$ cat config.mk
export PLATFORM = sky130hd
export DESIGN_NAME = hit_judge
export DESIGN_NICKNAME = d
export VERILOG_FILES = /design/src/rtl/hit_judge.sv
export SDC_FILE = /design/constraint.sdc
export NUM_CORES = 1
export LEC_CHECK = 0
export ABC_CLOCK_PERIOD_IN_PS = 2300
export BUFFER_PORTS_ARGS = -buffer_cell sky130_fd_sc_hd__buf_2
export CAP_MARGIN = 10
export CORE_MARGIN = 8
export CORE_UTILIZATION = 58
export CTS_BUF_LIST = sky130_fd_sc_hd__clkbuf_2 sky130_fd_sc_hd__clkbuf_4 sky130_fd_sc_hd__clkbuf_8
export CTS_CLUSTER_SIZE = 20
export DETAILED_ROUTE_END_ITERATION = 10
export GPL_TIMING_DRIVEN = 0
export PLACE_DENSITY = 0.82
export SYNTH_ARGS = -nofsm -noshare
export SYNTH_HDL_FRONTEND = slang
export SYNTH_SLANG_ARGS = --single-unit
$ cat constraint.sdc
create_clock -name clk -period 2.3 [get_ports clk]
set_input_delay 0.345 -clock clk [delete_from_list [all_inputs] [get_ports clk]]
set_output_delay 0.345 -clock clk [all_outputs]
set_load 0.03 [all_outputs]
$ cat src/rtl/hit_judge.sv
// Hit/miss judge for the switch-and-light reaction game: latches a lane pattern,
// resolves hit/miss/timeout, keeps saturating scores. Optional `HIT_JUDGE_SYNC_EN.
module hit_judge #(
    parameter int N       = 8,
    parameter int TOKEN_W = 9,
    parameter int TIMEOUT = 1000,
    parameter int SCORE_W = 8
) (
    input  logic               clk,
    input  logic               rst,
    input  logic [N-1:0]       switch,
    input  logic [N-1:0]       light,
    input  logic               light_valid,
    output logic               armed,
    output logic               hit,
    output logic               miss,
    output logic               timeout,
    output logic [TOKEN_W-1:0] token,
    output logic               token_valid,
    output logic [SCORE_W-1:0] hit_count,
    output logic [SCORE_W-1:0] miss_count
);
    localparam int TW = $clog2(TIMEOUT);
    localparam logic [TW-1:0]      T_LAST  = TW'(TIMEOUT - 1);
    localparam logic [SCORE_W-1:0] SAT     = {SCORE_W{1'b1}};

    typedef enum logic {IDLE, ARMED} state_t;

    state_t             state;
    logic [N-1:0]       sw_in;
    logic [N-1:0]       switch_mem;
    logic [N-1:0]       target;
    logic [N-1:0]       toggled;
    logic [TW-1:0]      timer;
    logic [TOKEN_W-1:0] tok_cnt;

`ifdef HIT_JUDGE_SYNC_EN
    logic [N-1:0] sync1, sync2;

    always_ff @(posedge clk) begin
        if (rst) begin
            sync1 <= '0;
            sync2 <= '0;
        end else begin
            sync1 <= switch;
            sync2 <= sync1;
        end
    end

    assign sw_in = sync2;
`else
    assign sw_in = switch;
`endif

    assign toggled = sw_in ^ switch_mem;
    assign armed   = (state == ARMED);

    always_ff @(posedge clk) begin
        if (rst) begin
            state       <= IDLE;
            switch_mem  <= '0;
            target      <= '0;
            timer       <= '0;
            tok_cnt     <= '0;
            hit         <= 1'b0;
            miss        <= 1'b0;
            timeout     <= 1'b0;
            token       <= '0;
            token_valid <= 1'b0;
            hit_count   <= '0;
            miss_count  <= '0;
        end else begin
            switch_mem  <= sw_in;
            tok_cnt     <= tok_cnt + TOKEN_W'(1);
            hit         <= 1'b0;
            miss        <= 1'b0;
            timeout     <= 1'b0;
            token_valid <= 1'b0;
            case (state)
                IDLE: begin
                    // toggles seen here are dropped: switch_mem still tracks sw_in
                    if (light_valid) begin
                        target <= light;
                        timer  <= '0;
                        state  <= ARMED;
                    end
                end
                ARMED: begin
                    if (toggled != '0) begin
                        state       <= IDLE;
                        token       <= tok_cnt;
                        token_valid <= 1'b1;
                        if (toggled == target) begin
                            hit <= 1'b1;
                            if (hit_count != SAT) hit_count <= hit_count + SCORE_W'(1);
                        end else begin
                            miss <= 1'b1;
                            if (miss_count != SAT) miss_count <= miss_count + SCORE_W'(1);
                        end
                    end else if (timer == T_LAST) begin
                        state       <= IDLE;
                        token       <= tok_cnt;
                        token_valid <= 1'b1;
                        miss        <= 1'b1;
                        timeout     <= 1'b1;
                        if (miss_count != SAT) miss_count <= miss_count + SCORE_W'(1);
                    end else begin
                        timer <= timer + TW'(1);
                    end
                end
                default: state <= IDLE;
            endcase
        end
    end
endmodule

==> impl_results.md, run 1 <==
- First-pass GRT wire length: about 12 mm
- Post-synth EDFFs: 0
- Ratio of cells with drive above 1 in the final layout: 0.2304
- Final Hold Viols: 0
- Synth warnings: 0
- WL/cell: between 15 and 20 µm
- Register-to-register setup slack: 0.10 ns
- Routability-driven placement congestion ratio: 0.8353
- CP delay by family, top: simple AND/OR/NAND/NOR gates
- Via count: between 2k and 2.5k
- Die width: 87.11 µm
- Max_slew headroom: 0.6051
- Hold path start: light[0]
- Antenna-violating nets left: 0
- CP Class: flop to flop
- Nets@finish: about 390
- Final instance area: 0.003488 mm²
- Num ports: 49
- Worst Tran Pin Value: 0.5923 ns
- DPL Wire Length: about 4.7 mm
- Crit-path slowest cell: dfxtp_2
- Tcrit/Tclk final: 0.9548
- PD cells: 682.2 mW/mm²
- Fmax: 0.4554 GHz
- RR Startpoint: timer[0]$_SDFFE_PP0P_
- FP Rows: 26
- #FFs+latches synth: 65
- Port Buffers: 47
- Fin. max-slew vios: 0
- Residual DRC count: 0
- Ant diodes: 0
- Crit-path cells: ha_1, and2_4, nand4_1, a31o_1, buf_2, nor3_4, nand3_1, mux2_1
- Clock tree sinks: 65
- Min-Delay Path Depth: 3
- H-tree levels: 3
- Tmin final: 2.196 ns
- # setup viols final: 0
- Initial DRC Count: 188
- Largest net degree at the start of global routing: 13
- Initial antenna violation count: 0
- CTS buffer count: 9
- Lkg Pwr: 1.524 nW
- Worst skew pair latency: ~0.35 ns
- Die Height: roughly 87 µm
- Syn_nets: around 330
- Initial core utilization: 0.5892
- Critical path arrival: 2.44 ns
- Placed cell area: roughly 0.0033 mm²
- Buf/Inv on CP: 1
- Min-Delay Path Class: input pin to flop
- DR vias/cell: 5.517
- TritonCTS clock tree: yes
- DRT Pass-1 Iters: 4
- Min Hold Slack: 0.2301 ns
- Final cell count without fillers: between 400 and 500
- Synth Flop Type: dfxtp_1
- Max clock buf depth: 2
- R2r endpoint: miss_count[7]$_SDFFE_PP0P_
- Cts hold-fix bufs: 0
- Cells after Synth: 303
- DIE AREA: 0.007588 mm²
- Clock Skew: between 0.01 and 0.015 ns
- Total track usage: 0.1999
- CTS clk-pin slew, worst paths: 0.08 ns
- Status: finished, final reports clean
- Max FO, Critical Path: 8
- Total of max-cap violations: 0
- Mapped Avg Cell Area: 9.679 µm²
- Synth Cell Area: slightly below 0.003 mm²
- Reg2Reg Depth: 8
- Seq/Total Area, Yosys: 0.4437
- Async set-reset flop share out of synthesis: 0
- Yosys cell types: 43
- Delay of the slowest critical-path stage: 0.36 ns
- Setup tns final: 0 ns
- Total routed wirelength: 6.995 mm
- Clock Tree Root: clkbuf_8
- CP Capture Type: flop
- Area delta synth->final: 18.94%
- Core Box Area: 0.004977 mm²
- GRT overflow: 0
- Crit start category: flop
- Required time of the worst setup path: 2.54 ns
- Hold endpoint: target[0]$_SDFFE_PP0P_
- Vias in the first global route: 2494
- Worst VDD drop: about 0.44 mV
- Placed insts: 420
final cells by class:
class,instances,area [µm²]
inverters,2,7.507
plain buffers,15,80.08
multi-input cells,221,1546
clock inverters,6,67.56
fillers,391,1489
clock buffers,10,137.6
well taps,70,87.58
repair buffers,50,257.7
flip-flops and latches,65,1304
sequential cells by signal, indices dropped and copies added, names as in the netlist, 8 cells and up:
name / flops
timer: 10
tok_cnt: 9
token: 9
hit_count: 8
miss_count: 8
switch_mem: 8
target: 8
per-layer routing:
layer  GRT usage  share of wire  vias up
met5           0              0        -
met4     0.08281          0.021        0
met3     0.05189          0.041       13
met2      0.3387           0.52       60
met1      0.2329           0.42     1173
li1            -              -     1176
through the flow:
| stage | setup slack, ns | power [mW] | utilization |
|---|---|---|---|
| after floorplan | 0.2751 | 1.345 | - |
| after global placement | 0.06352 | 1.401 | 0.6541 |
| after detailed placement | 0.01998 | 1.407 | 0.6541 |
| after CTS | 0.02086 | 2.390 | 0.6953 |
| after global routing | -0.01461 | 2.469 | 0.7009 |
| final | 0.1039 | 2.380 | 0.7009 |
synth_stat cells, types with 3 or more instances:
library cell  number  share of area
dfxtp_1           65           0.44
nor2_1            41          0.052
nand2_1           28          0.036
a21oi_1           19          0.032
xor2_1            17          0.051
nand3_1           14          0.024
mux2i_1           12          0.041
nor2b_1           12          0.026
and3_1            10          0.021
clkbuf_1           9          0.012
nand4_1            9          0.019
xnor3_1            7          0.054
xnor2_1            5          0.015
a211oi_1           4          0.010
ha_1               4          0.017
o21ai_0            4         0.0068
mux2_2             3          0.012
nor3b_1            3         0.0077
or3_1              3         0.0064
worst min-delay path, stage by stage:
cell     delay [ns]
buf_2          0.10
nand2_1        0.05
a21oi_1        0.05
power by group:
| part | leakage, nW | switching [mW] | internal, mW |
|---|---|---|---|
| registers | 0.530 | 0.0230 | 1.15 |
| clock network | 0.0985 | 0.460 | 0.531 |
| logic | 0.896 | 0.118 | 0.0962 |
placed cells by master (no fill, tap or decap), drive strengths merged, types with 3 or more instances in the layout:
master,count
nand4,9
ha,4
nor2,41
dfxtp,65
xnor2,5
nor3,3
mux2,5
a31o,3
xor2,17
nor3b,3
a21oi,19
nand2,28
xnor3,8
and3,10
a211oi,5
mux2i,12
nor2b,12
clkbuf,19
clkinv,3
o21ai,4
nor4,3
nand3,14
buf,56
or3,3
cells by family (layout without fill, tap and decap cells):
kind of cell               count (synthesis)  count (layout)  share of synthesized area
xor gates and xnor gates                  30              30                     0.1276
and+or+nand+nor                          134             134                     0.2393
DFF                                       65              65                     0.4437
AOI/OAI and AO/OA                         36              36                    0.08234
adders and majority gates                  4               4                    0.01707
buffers and inverters                     17              83                    0.02986
muxes                                     17              17                    0.06015
repair_timing:
action                     in CTS  in global routing
setup buffers                   0                  3
setup endpoints to repair       0                  4
resized for setup               0                  3
how the worst max path moves through the flow:
| stage | slack [ns] | from | to | cells past startpoint |
|---|---|---|---|---|
| 3_5_place_dp | 0.02 | switch[1] | miss_count[5]$_SDFFE_PP0P_ | 7 |
| 2_1_floorplan | 0.28 | timer[0]$_SDFFE_PP0P_ | miss_count[5]$_SDFFE_PP0P_ | 8 |
| 6_report | 0.10 | timer[0]$_SDFFE_PP0P_ | miss_count[7]$_SDFFE_PP0P_ | 8 |
| 3_3_place_gp | 0.06 | switch[1] | miss_count[5]$_SDFFE_PP0P_ | 7 |
| 5_1_grt | -0.01 | timer[0]$_SDFFE_PP0P_ | miss_count[7]$_SDFFE_PP0P_ | 8 |
| 4_1_cts | 0.02 | timer[1]$_SDFFE_PP0P_ | miss_count[5]$_SDFFE_PP0P_ | 8 |
(Power assumes the default switching activity.)
==> inputs of run 2 (changes only) <==
--- a/config.mk
+++ b/config.mk
@@ -14,7 +14,8 @@
 export CTS_CLUSTER_SIZE = 20
 export DETAILED_ROUTE_END_ITERATION = 10
 export GPL_TIMING_DRIVEN = 0
-export PLACE_DENSITY = 0.82
+export PLACE_DENSITY = 0.85
+export RECOVER_POWER = 25
 export SYNTH_ARGS = -nofsm -noshare
 export SYNTH_HDL_FRONTEND = slang
 export SYNTH_SLANG_ARGS = --single-unit
==> run 2 against run 1 <==
Clock power increased by 11%. Utilization up 0.050 points. Final cell count unchanged. Die area stayed put. Flip-flop and latch count did not move. Sequential share of layout area down 0.098 points. Via count shrank 1.4%.
==> impl_results.md, run 2 (synthesized netlist as in run 1, its figures left out) <==
- Status: finished, final reports clean
- Clk network pwr share: 0.443
- CP Capture Type: flop
- Most frequent cells in the layout: dfxtp_1, nor2_1, buf_2
- Fmax: 0.4655 GHz
- Lkg Pwr: 1.478 nW
- Total routed wirelength: between 6 and 7 mm
- Worst Tran Pin Value: 0.5842 ns
- Worst skew pair latency: 0.35 ns
- Delay of the slowest critical-path stage: 0.39 ns
- Antenna-violating nets left: 0
- TritonCTS clock tree: yes
- Final Hold Viols: 0
- # setup viols final: 0
- Buf/Inv on CP: 1
- CTS clk-pin slew, worst paths: 0.07 ns
- Total track usage: 0.1827
- Num ports: 49
- PD cells: 712.1 mW/mm²
- DRT Pass-1 Iters: 7
- Initial core utilization: 0.5892
- Via count: 2389
- Unrepaired setup endpoints after global routing: false
- Sw Pwr: 618.4 µW
- Most common cell after layout, fill and taps aside: dfxtp_1
- Biggest regs: timer (10), tok_cnt (9), token (9)
- DIE AREA: 0.007588 mm²
- RR Startpoint: timer[0]$_SDFFE_PP0P_
- Total of max-cap violations: 0
- Multi-input gate area: between 0.0015 and 0.002 mm²
- Max FO, Critical Path: 5
- DR vias/cell: 5.442
- Flip-flop count of the largest register after layout: 10
- Crit-path slowest cell: dfxtp_1
- Flop pwr share: 0.472
- Worst slack at placement: -0.01621 ns
- Routability-driven placement congestion ratio: 0.8506
- Hold path start: light[1]
- Fillers: 372
- Ratio of cells with drive above 1 in the final layout: 0.1897
- Tcrit/Tclk final: 0.9340
- Die width: 87.11 µm
- Sw Share: 0.2488
- Fin. max-slew vios: 0
- H-tree levels: 3
- Clock Tree Root: clkbuf_8
- Core Box Area: about 0.0050 mm²
- Required time of the worst setup path: between 2 and 3 ns
- GRT overflow: 0
- Min-Delay Path Class: input pin to flop
- CP delay by family, top: simple AND/OR/NAND/NOR gates
- Setup ws final: 0.1518 ns
- Clock Skew: 0.006741 ns
- Area delta synth->final: 19.03%
- Hold endpoint: target[1]$_SDFFE_PP0P_
- Most flops, register: timer
- Critical path arrival: 2.38 ns
- Initial DRC Count: between 200 and 250
- Nets@finish: 387
- Critical path's most frequent cell: nand4_1
- Pint: between 1.5 and 2 mW
- Tmin final: 2.148 ns
- Port Buffers: 47
- Max clock buf depth: 2
- First-pass GRT wire length: 10.76 mm
- Max_slew headroom: 0.6105
- Crit-path cells: ha_1, and2_4, nand4_1, a31o_1, buf_2, nor3_4, nand4_1, mux2_1
- DPL Wire Length: 4.629 mm
- Crit start category: flop
- Die Height: about 87 µm
- Vias in the first global route: approximately 2.4k
- R2r endpoint: miss_count[5]$_SDFFE_PP0P_
- Min-Delay Path Depth: 3
- Initial antenna violation count: 0
- Ant diodes: 0
- Sequential cell area: 0.001301 mm²
- CTS buffer count: 9
- Register-to-register setup slack: ~0.15 ns
- CP Class: flop to flop
- Residual DRC count: 0
- Gate power share: 0.085
- Clock tree sinks: between 60 and 70
- Reg2Reg Depth: 8
- Worst VDD drop: between 0.6 and 0.7 mV
- Final total power: 2.486 mW
- Largest net degree at the start of global routing: 14
- FP Rows: 26
- WL/cell: approximately 15 µm
- Cts hold-fix bufs: 0
==> run 2: changes by cell type in the layout (fill, tap and decap cells not counted), sizes merged <==
| cell | change |
|---|---|
| clkbuf | +12 |
| inv | +2 |
| bufinv | +1 |
| clkinvlp | -1 |
| clkinv | -1 |
| buf | -13 |
==> run 2: repair_timing <==
item / 4_1_cts / 5_1_grt
setup buffers: 3 / 0
gates resized for setup: 0 / 1
setup endpoints to repair: 1 / 3
pin swaps: 1 / 2
==> run 2: metal layers <==
layer,part of all wire,track usage
met5,0,0
met4,0.016,0.09375
met2,0.50,0.3137
met3,0.052,0.04245
met1,0.43,0.2059
==> run 2: per-stage QoR <==
stage,utilization,std cells,hold slack (ns),area (µm²),TNS (ns)
after global routing,0.7014,439,0.2370,3491,0
after detailed placement,0.6541,420,0.4546,3256,-0.01621
final,0.7014,439,0.2330,3491,0
after global placement,0.6541,420,0.4448,3256,0
after floorplan,-,303,0.4291,2933,0
after CTS,0.7041,439,0.2285,3505,0
==> run 2: worst max-delay path by stage <==
stage | from | endpoint | slack, ns | depth (start not counted)
4_1_cts | timer[0]$_SDFFE_PP0P_ | miss_count[5]$_SDFFE_PP0P_ | 0.11 | 8
5_1_grt | timer[0]$_SDFFE_PP0P_ | miss_count[5]$_SDFFE_PP0P_ | 0.04 | 8
3_5_place_dp | timer[0]$_SDFFE_PP0P_ | miss_count[5]$_SDFFE_PP0P_ | -0.02 | 8
6_report | timer[0]$_SDFFE_PP0P_ | miss_count[5]$_SDFFE_PP0P_ | 0.15 | 8
2_1_floorplan | timer[0]$_SDFFE_PP0P_ | miss_count[5]$_SDFFE_PP0P_ | 0.28 | 8
3_3_place_gp | switch[1] | miss_count[5]$_SDFFE_PP0P_ | 0.06 | 7
==> run 2: worst reg2reg max path, stage by stage, from the launching register on <==
cell and delay, ns:
dfxtp_1 0.39, ha_1 0.21, and2_4 0.17, nand4_1 0.16, a31o_1 0.24, buf_2 0.16
nor3_4 0.25, nand4_1 0.15, mux2_1 0.33
==> run 2: final cells by class <==
type / instances / share of cell area
multi-input combinational: 221 / 0.4430
clock buffer: 9 / 0.03548
clock inverter: 7 / 0.02939
tap: 70 / 0.02509
sequential: 65 / 0.3728
timing repair buffer: 50 / 0.06918
buffer: 15 / 0.02294
inverter: 2 / 0.002151
==> run 2: power by group through the flow <==
stage | combinational, mW | clock (mW) | sequential, mW
floorplan | 0.138 | 0 | 1.21
global placement | 0.202 | 0 | 1.20
detailed placement | 0.207 | 0 | 1.20
CTS | 0.214 | 1.12 | 1.17
global route | 0.230 | 1.17 | 1.18
finish | 0.212 | 1.10 | 1.17
